==> config.mk <==
export PLATFORM = sky130hd
export DESIGN_NAME = rupt_priority_ctrl
export DESIGN_NICKNAME = d
export VERILOG_FILES = /design/src/rtl/agc_rupt_pkg.sv /design/src/rtl/rupt_prio_enc.sv /design/src/rtl/rupt_priority_ctrl.sv
export SDC_FILE = /design/constraint.sdc
export NUM_CORES = 1
export LEC_CHECK = 0
export ABC_AREA = 1
export BUFFER_PORTS_ARGS = -buffer_cell sky130_fd_sc_hd__buf_2
export CAP_MARGIN = 20
export CORE_ASPECT_RATIO = 0.9
export CORE_MARGIN = 5
export CORE_UTILIZATION = 45
export CTS_CLUSTER_DIAMETER = 60
export DETAILED_ROUTE_END_ITERATION = 8
export PLACE_DENSITY_LB_ADDON = 0.15
export SLEW_MARGIN = 20
export SYNTH_ARGS = -nofsm -noshare
export SYNTH_HDL_FRONTEND = slang
export SYNTH_HIERARCHICAL = 1
export SYNTH_SLANG_ARGS = --single-unit
==> constraint.sdc <==
create_clock -name SIM_CLK -period 1.77 [get_ports SIM_CLK]
set_clock_uncertainty 0.1 [all_clocks]
set_input_delay 0.2655 -clock SIM_CLK [delete_from_list [all_inputs] [get_ports SIM_CLK]]
set_output_delay 0.2655 -clock SIM_CLK [all_outputs]
set_load 0.1 [all_outputs]
==> src/rtl/agc_rupt_pkg.sv <==
// Shared state encoding and vector constants for the RUPT priority controller.
package agc_rupt_pkg;

  typedef enum logic [1:0] {IDLE, ARMED, FORCE, SERVE} rupt_state_t;

  localparam logic [11:0] RUPT_VEC_BASE   = 12'o4004;
  localparam int          RUPT_VEC_STRIDE = 4;
  localparam int          RUPT_NRUPT_DEF  = 10;

endpackage

==> src/rtl/rupt_prio_enc.sv <==
// Lowest-index-first priority encoder; purely combinational, zero latency.
module rupt_prio_enc #(
  parameter int NRUPT = 10,
  parameter int IDXW  = 4
) (
  input  logic [NRUPT-1:0] req,
  output logic [IDXW-1:0]  idx,
  output logic             vld
);

  // Scanning downward lets the lowest set index overwrite any higher one.
  always_comb begin
    idx = '0;
    vld = 1'b0;
    for (int i = NRUPT - 1; i >= 0; i--) begin
      if (req[i]) begin
        idx = IDXW'(i);
        vld = 1'b1;
      end
    end
  end

endmodule

==> src/rtl/rupt_priority_ctrl.sv <==
// RUPT request latch, arbiter and SQ force sequencer; requests pend one cycle after their rising edge.
// Define RUPT_LOCK_EN to build the SERVE / no-rupt lock alarm (RPTLOCK), otherwise RPTLOCK is tied low.
module rupt_priority_ctrl
  import agc_rupt_pkg::*;
#(
  parameter int NRUPT   = RUPT_NRUPT_DEF,
  parameter int IDXW    = 4,
  parameter int MAXWAIT = 16
`ifdef RUPT_LOCK_EN
  ,
  parameter int LOCK_LIMIT = 4096
`endif
) (
  input  logic             SIM_CLK,
  input  logic             SIM_RST,
  input  logic             GOJAM,
  input  logic [NRUPT-1:0] RPT_REQ,
  input  logic             T12,
  input  logic             NISQL,
  input  logic             INHINT,
  input  logic             OVNHRP,
  input  logic             MNHRPT,
  input  logic             RUPT_TAKEN,
  input  logic             RESUME,
  output logic             RUPTOR_n,
  output logic             RPTFRC,
  output logic             KRPT,
  output logic [IDXW-1:0]  RPT_IDX,
  output logic [11:0]      RPT_ADDR,
  output logic [NRUPT-1:0] PEND,
  output logic             IIP,
  output logic             RPT_TMO,
  output logic             RPTLOCK
);

  localparam int WAITW = $clog2(MAXWAIT + 1);

  rupt_state_t      state;
  logic [NRUPT-1:0] req_q;
  logic [NRUPT-1:0] req_rise;
  logic [NRUPT-1:0] krpt_clr;
  logic [NRUPT-1:0] pend_nxt;
  logic [WAITW-1:0] wait_cnt;
  logic [IDXW-1:0]  win_idx;
  logic             win_vld;
  logic             blocked;
  logic             grantable;

  rupt_prio_enc #(
    .NRUPT(NRUPT),
    .IDXW (IDXW)
  ) u_prio_enc (
    .req(PEND),
    .idx(win_idx),
    .vld(win_vld)
  );

  assign blocked   = INHINT | IIP | OVNHRP | MNHRPT;
  assign grantable = win_vld & ~blocked;
  assign RUPTOR_n  = ~grantable;
  assign RPT_ADDR  = RUPT_VEC_BASE + 12'(RPT_IDX) * 12'(RUPT_VEC_STRIDE);
  assign req_rise  = RPT_REQ & ~req_q;

  always_comb begin
    krpt_clr = '0;
    if (state == FORCE && RUPT_TAKEN) krpt_clr[RPT_IDX] = 1'b1;
  end

  // A fresh edge on the bit being served re-pends it rather than being lost.
  assign pend_nxt = (PEND & ~krpt_clr) | req_rise;

  always_ff @(posedge SIM_CLK or negedge SIM_RST) begin
    if (!SIM_RST) begin
      state    <= IDLE;
      req_q    <= '0;
      PEND     <= '0;
      RPT_IDX  <= '0;
      wait_cnt <= '0;
      RPTFRC   <= 1'b0;
      KRPT     <= 1'b0;
      IIP      <= 1'b0;
      RPT_TMO  <= 1'b0;
    end else if (GOJAM) begin
      state    <= IDLE;
      req_q    <= '0;
      PEND     <= '0;
      RPT_IDX  <= '0;
      wait_cnt <= '0;
      RPTFRC   <= 1'b0;
      KRPT     <= 1'b0;
      IIP      <= 1'b0;
      RPT_TMO  <= 1'b0;
    end else begin
      KRPT    <= 1'b0;
      RPT_TMO <= 1'b0;
      req_q   <= RPT_REQ;
      PEND    <= pend_nxt;
      case (state)
        IDLE: begin
          if (grantable) begin
            state   <= ARMED;
            RPT_IDX <= win_idx;
          end
        end
        ARMED: begin
          if (!grantable) begin
            state <= IDLE;
          end else begin
            RPT_IDX <= win_idx;
            if (T12 && NISQL) begin
              state    <= FORCE;
              RPTFRC   <= 1'b1;
              wait_cnt <= '0;
            end
          end
        end
        FORCE: begin
          if (RUPT_TAKEN) begin
            state  <= SERVE;
            KRPT   <= 1'b1;
            IIP    <= 1'b1;
            RPTFRC <= 1'b0;
          end else if (wait_cnt == WAITW'(MAXWAIT - 1)) begin
            state   <= IDLE;
            RPT_TMO <= 1'b1;
            RPTFRC  <= 1'b0;
          end else begin
            wait_cnt <= wait_cnt + 1'b1;
          end
        end
        SERVE: begin
          if (RESUME) begin
            state <= IDLE;
            IIP   <= 1'b0;
          end
        end
        default: state <= IDLE;
      endcase
    end
  end

`ifdef RUPT_LOCK_EN
  localparam int LCKW = $clog2(LOCK_LIMIT + 1);
  localparam logic [LCKW-1:0] LOCK_MAX = LCKW'(LOCK_LIMIT);

  logic [LCKW-1:0] serve_cnt;
  logic [LCKW-1:0] quiet_cnt;

  // quiet_cnt holds through FORCE: only a real SERVE entry or INHINT restarts the no-rupt window.
  always_ff @(posedge SIM_CLK or negedge SIM_RST) begin
    if (!SIM_RST) begin
      serve_cnt <= '0;
      quiet_cnt <= '0;
      RPTLOCK   <= 1'b0;
    end else if (GOJAM) begin
      serve_cnt <= '0;
      quiet_cnt <= '0;
      RPTLOCK   <= 1'b0;
    end else begin
      if (state == SERVE) begin
        if (serve_cnt != LOCK_MAX) serve_cnt <= serve_cnt + 1'b1;
      end else begin
        serve_cnt <= '0;
      end
      if (state == SERVE || INHINT) begin
        quiet_cnt <= '0;
      end else if ((state == IDLE || state == ARMED) && quiet_cnt != LOCK_MAX) begin
        quiet_cnt <= quiet_cnt + 1'b1;
      end
      if (serve_cnt == LOCK_MAX || quiet_cnt == LOCK_MAX) RPTLOCK <= 1'b1;
    end
  end
`else
  assign RPTLOCK = 1'b0;
`endif

endmodule

==> Flow_metrics.wiki, run 1 <==
{| class="wikitable"
! Metric !! Value
|-
| Setup repair after global routing missed its margin || true
|-
| Time the worst path needs with I/O delays and setup || 1.84 ns
|-
| Final setup violation count || 1
|-
| Number of H-tree levels || 2
|-
| Sink of the worst hold path || RPT_TMO
|-
| Vias in the first global route || 1634
|-
| Maximum number of pins on one net before global-route repair || 22
|-
| Via-to-Cell Ratio || 4.97
|-
| Final HPWL DP || 3440 um
|-
| Drt wl/cell || 13.0 um
|-
| Fraction of the cycle the final worst path needs || 104%
|-
| Flop2flop setup slack || 0.12 ns
|-
| Peak supply drop || 0.000493 V
|-
| Final Hold Viols || 0
|-
| Die extent in y || 71.6 um
|-
| Row cnt || 22
|-
| Required time at the endpoint of the critical path || 1.40 ns
|-
| Register-to-Register Path Depth || 11
|-
| CTS root buffer || clkbuf_8
|-
| Worst hold start || RUPT_TAKEN
|-
| Overall die area || 5620 sq um
|-
| Count of yosys warnings during synthesis || 6
|-
| Final wirelength || 4500 um
|-
| Clock edge transition at the registers on the reported setup and hold paths || 0.07 ns
|-
| Violations in the final reports || setup timing
|-
| Number of synthesized register bits || 35
|-
| Post-synthesis to final-layout area growth || 37.9%
|-
| Post-synthesis cell area || 1900 sq um
|-
| Final RePlAce weighted congestion || 0.779
|-
| Slowest cell on the critical path || dfrtp_4
|-
| Biggest fanout along the worst timing path || 3
|-
| Post-layout worst setup margin || -0.0665 ns
|-
| Initial DRC count || 55
|-
| Cells along the critical path || nor2_4 -> nand3_2 -> nor2_2 -> nand2_2 -> nand3_4 -> buf_12
|-
| Number of enable-type register cells in the synthesized netlist || 0
|-
| Startpoint type of the worst setup path || register
|-
| Fraction of final layout cells with drive strength greater than 1 || 41.6%
|-
| Total track usage || 17.2%
|-
| Number of cells on the worst hold path || 2
|-
| Max Cap Violations || 0
|-
| Cells after synthesis || 237
|-
| Die Span X || 78.5 um
|-
| Maximum clock rate || 0.545 GHz
|-
| Post-Layout Cell Count || 346
|-
| Initial standard-cell utilization of the core || 46.6%
|-
| Kind of cell adding the most delay to the critical path || simple AND/OR/NAND/NOR gates
|-
| Top FF cell, synth || dfrtp_1
|-
| Core ar. || 4070 sq um
|-
| Overall overflow remaining after global route || 0
|-
| Startpoint of the worst-slack reg-to-reg timing path || PEND[1]
|-
| Kind of critical path || register to primary output
|-
| Post-layout net count || 323
|-
| Largest stage delay on the critical path || 0.49 ns
|-
| Top Ports || 52
|-
| TritonRoute pass-1 iters || 4
|-
| Source-to-sink clock delay at the later pin of the worst-skew pair || 0.29 ns
|-
| TritonCTS Buffers || 5
|-
| Portion of the post-synthesis area used by sequential elements || 46.1%
|-
| Mean Syn Cell Area || 8.01 sq um
|-
| Number of buffers and inverters on the critical path || 1
|-
| Most frequent cells in the layout || 43 x nand2_1, 38 x buf_2, 25 x inv_1, 24 x nor2_1, 20 x dfrtp_1
|-
| Buffers from clock root to sink, at most || 2
|-
| Number of buffer cells added on primary ports || 43
|-
| Power per Cell Area || 908 nW/um^2
|-
| Status || complete, but fails checks
|-
| Final TNS setup || -0.0665 ns
|-
| Type of the most critical hold path || input port to register
|-
| Pleak || 1.30 nW
|-
| Fill cell count || 355
|-
| Number of placed cells counting well taps || 328
|-
| Worst reg2reg endpoint || state[0]
|-
| Count of clock tree sinks || 35
|-
| Remaining antenna violation count after routing || 0
|-
| Slew Limit Fails || 0
|-
| Number of vias after detailed routing || 1720
|-
| Cell variety after synth || 30
|-
| Leading cell type in the layout, fill and taps excluded || nand2_1
|-
| Global-route wire length before repair || 7420 um
|-
| Share of flip-flops with an asynchronous set or reset after synthesis || 100%
|-
| Critical path data arrival time || 1.47 ns
|-
| TritonCTS clock tree || done
|-
| Detailed-route DRC error count || 0
|-
| Antenna violations before repair || 0
|-
| Total inserted antenna cells || 0
|-
| Type of destination of the critical path || primary output
|}
Yosys cell counts (3+ instances only):
| master | number | area share, % |
|---|---|---|
| ha_1 | 6 | 4.0 |
| dfrtp_1 | 35 | 46 |
| nand2_1 | 44 | 8.7 |
| xor2_1 | 3 | 1.4 |
| a21oi_1 | 6 | 1.6 |
| inv_1 | 32 | 6.3 |
| nor2_2 | 6 | 2.0 |
| o21ai_0 | 4 | 1.1 |
| nand3_1 | 27 | 7.1 |
| buf_4 | 10 | 4.0 |
| nor3_1 | 5 | 1.3 |
| o21ai_1 | 6 | 1.6 |
| nor2_1 | 28 | 5.5 |
where the power goes:
| part | total, mW | switching [mW] | leakage, nW | internal [mW] |
|---|---|---|---|---|
| sequential | 0.937 | 0.0656 | 0.438 | 0.871 |
| clock | 0.559 | 0.285 | 0.0412 | 0.274 |
| combinational | 0.884 | 0.666 | 0.820 | 0.218 |
through the flow:
stage | hold slack, ns | power (mW) | setup slack (ns) | instance area, sq um | util (%)
after floorplan | -0.130 | 1.63 | -0.433 | 2110 | -
after global placement | 0.158 | 1.79 | 0.126 | 2420 | 59.4
after detailed placement | 0.154 | 1.80 | 0.0549 | 2420 | 59.4
after CTS | 0.0655 | 2.38 | -0.0674 | 2580 | 63.2
after global routing | 0.0538 | 2.50 | -0.133 | 2620 | 64.3
final | 0.0680 | 2.38 | -0.0665 | 2620 | 64.3
sequential cells by signal (all words and copies together), names as in the netlist:
name / cells
PEND: 10
RPT_TMO: 1
IIP: 1
wait_cnt: 5
state: 2
KRPT: 1
RPTFRC: 1
req_q: 10
RPT_IDX: 4
layer usage:
layer	vias to the layer above	share of wire (%)	GRT usage [%]
met2	44	50	29.8
met3	8	6.6	4.15
met5	-	0	0
met4	0	1.8	7.77
li1	851	-	-
met1	817	42	20.3
cells by family after synthesis:
group | synth area share (%)
flops | 46.1
fa+ha+maj | 3.95
buf+inv | 11.1
other cells | 0.395
compound gates | 7.77
simple gates | 29.2
xor+xnor | 1.38
final cells by class:
| cell class | count | area [sq um] | area share [%] |
|---|---|---|---|
| clock inverter | 2 | 12.5 | 0.478 |
| timing repair buffer | 59 | 413 | 15.8 |
| inverter | 34 | 135 | 5.16 |
| multi-input combinational | 162 | 997 | 38.1 |
| clock buffer | 6 | 72.6 | 2.77 |
| sequential | 35 | 930 | 35.5 |
| tap | 48 | 60.1 | 2.29 |
worst reg2reg max path: cells and delay by family, from the launching register on:
| family | cells | cell delay (ns) |
|---|---|---|
| AND/OR/NAND/NOR | 10 | 0.81 |
| buffers and inverters | 1 | 0.14 |
| flip-flops | 1 | 0.49 |
worst max path at each step:
stage                      from          end  cells after the start
floorplan            RPT_IDX[0]  RPT_ADDR[3]                      2
global placement    wait_cnt[0]     state[0]                     10
detailed placement  wait_cnt[0]       RPTFRC                     10
CTS                     PEND[6]     RUPTOR_n                      6
global route            PEND[7]     RUPTOR_n                      6
finish                  PEND[1]     RUPTOR_n                      6
timing repair:
| item | in CTS | in global routing |
|---|---|---|
| resized for setup | 4 | 6 |
| pin swaps | 2 | 4 |
| buffers inserted | 6 | 3 |
| hold endpoints to repair | 19 | 0 |
| hold buffers | 1 | 0 |
| cloned | 0 | 0 |
| setup endpoints to repair | 3 | 12 |
Note: power is estimated with default switching activity, not from simulation.
==> run 2, diff against run 1 <==
clock period = 1.6 ns   (was 1.77 ns; I/O delays follow)
==> run 2 against run 1 <==
Net effect:
- the flow still finishes with violations (setup timing)
- non-clock buffer count up 15
- register-to-register slack worse by 0.26 ns
- global-route usage rose by 0.26 points
- utilization up 7.4 points
- combinational power is 27% higher
- first-iteration DRC count decreased by 3.6%
- routed wire length is 4.7% higher
- setup slack got worse by 0.11 ns
- design area up 12%
- largest cell class unchanged
- largest power group is now combinational logic
==> Flow_metrics.wiki, run 2 (synthesis results as in run 1) <==
{| class="wikitable"
! Metric !! Value
|-
| Number of H-tree levels || 2
|-
| Kind of critical path || register to primary output
|-
| Largest stage delay on the critical path || 0.49 ns
|-
| CTS root buffer || clkbuf_8
|-
| Total inserted antenna cells || 0
|-
| Top Ports || 52
|-
| Global routing met2 resource utilization || 28.4%
|-
| Required time at the endpoint of the critical path || 1.26 ns
|-
| Vias in the first global route || 1716
|-
| Total track usage || 17.5%
|-
| Post-layout net count || 338
|-
| Overall die area || 5620 sq um
|-
| Via-to-Cell Ratio || 4.88
|-
| Cells along the critical path || nor2_4 -> nand3_2 -> nor2_2 -> nand2_2 -> nand3_4 -> buf_12
|-
| M1 GR Usage || 22.8%
|-
| Number of buffer cells added on primary ports || 43
|-
| Register-to-Register Path Depth || 11
|-
| Post-synthesis to final-layout area growth || 53.8%
|-
| Kind of cell adding the most delay to the critical path || flip-flops
|-
| Row cnt || 22
|-
| Buffers from clock root to sink, at most || 2
|-
| Setup repair after global routing missed its margin || true
|-
| Time the worst path needs with I/O delays and setup || 1.78 ns
|-
| Layer with the highest usage after global routing || met2
|-
| Post-layout worst setup margin || -0.181 ns
|-
| Startpoint type of the worst setup path || register
|-
| Maximum clock rate || 0.561 GHz
|-
| Type of destination of the critical path || primary output
|-
| Leading cell type in the layout, fill and taps excluded || nand2_1
|-
| Clock edge transition at the registers on the reported setup and hold paths || 0.07 ns
|-
| Fraction of final layout cells with drive strength greater than 1 || 48.6%
|-
| Maximum number of pins on one net before global-route repair || 36
|-
| Count of clock tree sinks || 35
|-
| Remaining antenna violation count after routing || 0
|-
| Biggest fanout along the worst timing path || 2
|-
| Overall overflow remaining after global route || 0
|-
| Detailed-route DRC error count || 0
|-
| Sw Pwr || 1.16 mW
|-
| Sw Share || 39.7%
|-
| Critical path data arrival time || 1.44 ns
|-
| Antenna violations before repair || 0
|-
| TritonRoute pass-1 iters || 5
|-
| Fraction of the cycle the final worst path needs || 111%
|-
| Final setup violation count || 17
|-
| Most frequent cells in the layout || 36 x nand2_1, 29 x buf_2, 28 x buf_4, 24 x inv_1, 23 x nor2_1
|-
| Slowest cell on the critical path || dfrtp_4
|-
| Number of cells on the worst hold path || 2
|-
| Final RePlAce weighted congestion || 0.833
|-
| Core ar. || 4070 sq um
|-
| Type of the most critical hold path || input port to register
|-
| Max Cap Violations || 0
|-
| Largest registers || PEND (10), req_q (10), wait_cnt (5)
|-
| Violations in the final reports || setup timing
|-
| Number of vias after detailed routing || 1761
|-
| Final HPWL DP || 3390 um
|-
| Global-route wire length before repair || 7730 um
|-
| Internal power consumption || 1.76 mW
|-
| TritonCTS clock tree || done
|-
| Initial standard-cell utilization of the core || 46.6%
|-
| Met3 Track Usage GR || 4.40%
|-
| Part of the total power dissipated in combinational logic || 38.2%
|-
| Status || complete, but fails checks
|-
| Crit. path cell count || 6
|-
| Part of the power in the clock network || 26.6%
|-
| Final wirelength || 4710 um
|-
| Number of buffers and inverters on the critical path || 1
|-
| Peak supply drop || 0.000580 V
|-
| Final TNS setup || -1.65 ns
|-
| Final Hold Viols || 0
|-
| Die extent in y || 71.6 um
|-
| Pleak || 1.44 nW
|-
| Initial DRC count || 53
|-
| Die Span X || 78.5 um
|-
| Power per Cell Area || 1000 nW/um^2
|-
| PnR Total Power || 2.93 mW
|-
| Slew Limit Fails || 0
|-
| TritonCTS Buffers || 5
|-
| Source-to-sink clock delay at the later pin of the worst-skew pair || 0.28 ns
|-
| Part of the power in registers || 35.1%
|-
| Drt wl/cell || 13.1 um
|}
## run 2: path summary, 6_finish.rpt
check | start | to | slack [ns]
min in group asynchronous | SIM_RST | req_q[5] | 0.34
worst max-delay path | PEND[6] | RUPTOR_n | -0.18
worst min register to register | req_q[0] | PEND[0] | 0.31
max in group asynchronous | SIM_RST | PEND[9] | 0.86
worst max register to register | PEND[6] | wait_cnt[1] | -0.14
worst min-delay path | RUPT_TAKEN | RPT_TMO | 0.04
## run 2: repair_timing
item | CTS | global route
resized for setup | 11 | 22
buffers inserted | 10 | 2
hold buffers | 1 | 0
hold endpoints to repair | 35 | 0
setup endpoints to repair | 13 | 20
pin swaps | 11 | 11
## run 2: final cells by class
cell class | instances | area (sq um)
timing repair buffer | 74 | 631
clock buffer | 7 | 76.3
sequential | 35 | 930
tap | 48 | 60.1
clock inverter | 1 | 30.0
fill | 300 | 1150
multi-input combinational | 162 | 1060
inverter | 34 | 135
## run 2: metrics by stage
stage               hold slack [ns]  util, %  instances  area (sq um)  setup slack [ns]
finish                       0.0407     71.7        361          2920            -0.181
global route                 0.0312     71.7        361          2920            -0.271
CTS                          0.0410     69.6        359          2830            -0.211
detailed placement            0.115     63.9        341          2600           -0.0577
global placement              0.112     63.9        341          2600            0.0180
floorplan                    -0.156        -        243          2110            -0.578
## run 2: per-layer routing
layer	vias to the layer above	routed length, um
met3	9	281
met4	0	69
li1	883	-
met2	47	2260
met5	-	0
met1	822	2100
## run 2: power by group through the flow
stage | Sequential, mW | Clock, mW | Combinational, mW
3_5_place_dp | 1.04 | 0 | 1.05
5_1_grt | 1.04 | 0.844 | 1.18
6_report | 1.03 | 0.779 | 1.12
4_1_cts | 1.03 | 0.792 | 1.09
2_1_floorplan | 1.31 | 0 | 0.485
3_3_place_gp | 1.04 | 0 | 1.04
==> run 3, diff against run 2 <==
MAX_ROUTING_LAYER = met4   (was not set)
TNS_END_PERCENT = 5   (was not set)
==> run 3 against run 2 <==
Net effect:
- the run still ends with setup timing left
- critical path depth is the same
- sequential share of layout area grew 1.5 points
- combinational power shrank 7%
- total power shrank 6.2%
- worst hold slack gained 0.0059 ns
- routed wire length shrank 5.6%
- register-to-register slack gained 0.10 ns
- die area is the same
- critical endpoint unchanged
- largest cell class unchanged
==> Flow_metrics.wiki, run 3 (synthesis results as in run 1) <==
{| class="wikitable"
! Metric !! Value
|-
| Total inserted antenna cells || 0
|-
| Die extent in y || 71.6 um
|-
| Startpoint of the worst-slack reg-to-reg timing path || PEND[0]
|-
| Power per Cell Area || 1020 nW/um^2
|-
| Vias in the first global route || 1711
|-
| Final Hold Viols || 0
|-
| Number of vias after detailed routing || 1738
|-
| Peak supply drop || 0.000612 V
|-
| Slew Limit Fails || 0
|-
| Drt wl/cell || 12.4 um
|-
| Row cnt || 22
|-
| Overall overflow remaining after global route || 0
|-
| Post-layout net count || 336
|-
| Fraction of the cycle the final worst path needs || 109%
|-
| Register-to-Register Path Depth || 9
|-
| CTS root buffer || clkbuf_8
|-
| Remaining antenna violation count after routing || 0
|-
| Final wirelength || 4450 um
|-
| TritonRoute pass-1 iters || 4
|-
| Post-synthesis to final-layout area growth || 41.6%
|-
| Source-to-sink clock delay at the later pin of the worst-skew pair || 0.29 ns
|-
| Buffers from clock root to sink, at most || 2
|-
| Measured slew at the worst slew-check pin || 0.638 ns
|-
| Top Ports || 52
|-
| Biggest fanout along the worst timing path || 2
|-
| Number of placed cells counting well taps || 341
|-
| Setup repair after global routing missed its margin || true
|-
| Largest registers || PEND (10), req_q (10), wait_cnt (5)
|-
| Part of the total power dissipated in combinational logic || 37.8%
|-
| Fraction of final layout cells with drive strength greater than 1 || 42.1%
|-
| Initial DRC count || 104
|-
| Startpoint type of the worst setup path || register
|-
| Violations in the final reports || setup timing
|-
| Final setup violation count || 7
|-
| Pleak || 1.38 nW
|-
| Status || complete, but fails checks
|-
| Leading cell type in the layout, fill and taps excluded || nand2_1
|-
| Max Cap Violations || 0
|-
| Maximum clock rate || 0.573 GHz
|-
| Detailed-route DRC error count || 0
|-
| Die Span X || 78.5 um
|-
| Sw Pwr || 1.12 mW
|-
| Number of buffer cells added on primary ports || 43
|-
| Core occupancy in the finished layout || 66.0%
|-
| Initial standard-cell utilization of the core || 46.6%
|-
| Via-to-Cell Ratio || 4.84
|-
| Slew headroom || 57.5%
|-
| Kind of critical path || register to primary output
|-
| Final RePlAce weighted congestion || 0.919
|-
| Time the worst path needs with I/O delays and setup || 1.74 ns
|-
| Overall die area || 5620 sq um
|-
| Maximum number of pins on one net before global-route repair || 30
|-
| Most frequent cells in the layout || 41 x nand2_1, 37 x buf_2, 28 x inv_1, 28 x buf_4, 25 x nor2_1
|-
| Critical path data arrival time || 1.40 ns
|-
| Antenna violations before repair || 0
|-
| Worst hold start || RUPT_TAKEN
|-
| Post-layout worst setup margin || -0.145 ns
|-
| Sink of the worst hold path || RPT_TMO
|-
| Number of cells on the worst hold path || 2
|-
| Post-Layout Cell Count || 359
|-
| Number of H-tree levels || 2
|-
| Count of clock tree sinks || 35
|-
| Internal power consumption || 1.62 mW
|-
| Final TNS setup || -0.494 ns
|-
| TritonCTS clock tree || done
|-
| Required time at the endpoint of the critical path || 1.26 ns
|-
| Worst reg2reg endpoint || RPT_IDX[3]
|-
| Fill cell count || 355
|-
| Global-route wire length before repair || 7610 um
|-
| Part of the power in registers || 36.7%
|-
| Part of the power in the clock network || 25.5%
|-
| Clock edge transition at the registers on the reported setup and hold paths || 0.07 ns
|-
| Final HPWL DP || 3390 um
|-
| Total track usage || 17.7%
|-
| TritonCTS Buffers || 5
|-
| Core ar. || 4070 sq um
|-
| Type of the most critical hold path || input port to register
|-
| Type of destination of the critical path || primary output
|-
| Flop2flop setup slack || -0.04 ns
|-
| Sw Share || 40.8%
|}
[run 3: changes by cell type in the layout (fill, tap and decap cells not counted), sizes merged]
cell,delta
buf,+1
bufinv,-1
clkbuf,-3
clkinvlp,+1
[run 3: stage by stage]
step | cell area, sq um | setup slack, ns | total power, mW | hold slack [ns]
after floorplan | 2010 | -0.578 | 1.75 | -0.156
after global placement | 2430 | -0.0312 | 1.99 | 0.195
after detailed placement | 2430 | -0.0785 | 1.99 | 0.206
after CTS | 2650 | -0.134 | 2.76 | 0.0421
after global routing | 2690 | -0.206 | 2.88 | 0.0351
final | 2690 | -0.145 | 2.75 | 0.0466
[run 3: layout make-up]
| cell class | instances | area (sq um) | share of cell area [%] |
|---|---|---|---|
| multi-input cells | 162 | 970 | 36.0 |
| flip-flops and latches | 35 | 896 | 33.3 |
| repair buffers | 72 | 526 | 19.5 |
| inverters | 34 | 135 | 5.02 |
| clock buffers | 7 | 96.3 | 3.58 |
| well taps | 48 | 60.1 | 2.23 |
| clock inverters | 1 | 7.51 | 0.279 |
[run 3: worst max path at each step]
stage / startpoint / to / depth (start not counted)
after floorplan: RPT_IDX[0] / RPT_ADDR[3] / 2
after global placement: PEND[6] / wait_cnt[1] / 9
after detailed placement: PEND[6] / wait_cnt[0] / 9
after CTS: PEND[0] / RUPTOR_n / 6
after global routing: PEND[0] / RUPTOR_n / 6
final: PEND[7] / RUPTOR_n / 6
[run 3: power by group through the flow]
stage	Sequential, mW	Combinational [mW]	Clock [mW]
global route	1.02	1.10	0.765
global placement	1.02	0.970	0
detailed placement	1.02	0.975	0
CTS	1.00	1.02	0.730
floorplan	1.29	0.455	0
finish	1.01	1.04	0.701
[run 3: metal layers]
| layer | global-route usage, % | vias up | part of all wire, % |
|---|---|---|---|
| met5 | - | - | 0 |
| met4 | 5.83 | 0 | 1.2 |
| met1 | 21.3 | 805 | 45 |
| li1 | - | 883 | - |
| met2 | 29.7 | 43 | 49 |
| met3 | 4.15 | 7 | 4.9 |
[run 3: worst max-delay path, cell delays in order, from the launching register on]
cell,delay (ns)
dfrtp_2,0.43
nor2_4,0.12
nand3_2,0.09
nor2_2,0.12
nand2_2,0.08
nand3_4,0.11
buf_12,0.18
[run 3: repair_timing]
action                                  4_1_cts  5_1_grt
setup buffers                                 8        1
endpoints found under the setup margin       13       18
hold buffers                                  1        0
pin swaps                                     5        4
gates resized for setup                      10        9
hold endpoints to repair                     27        0
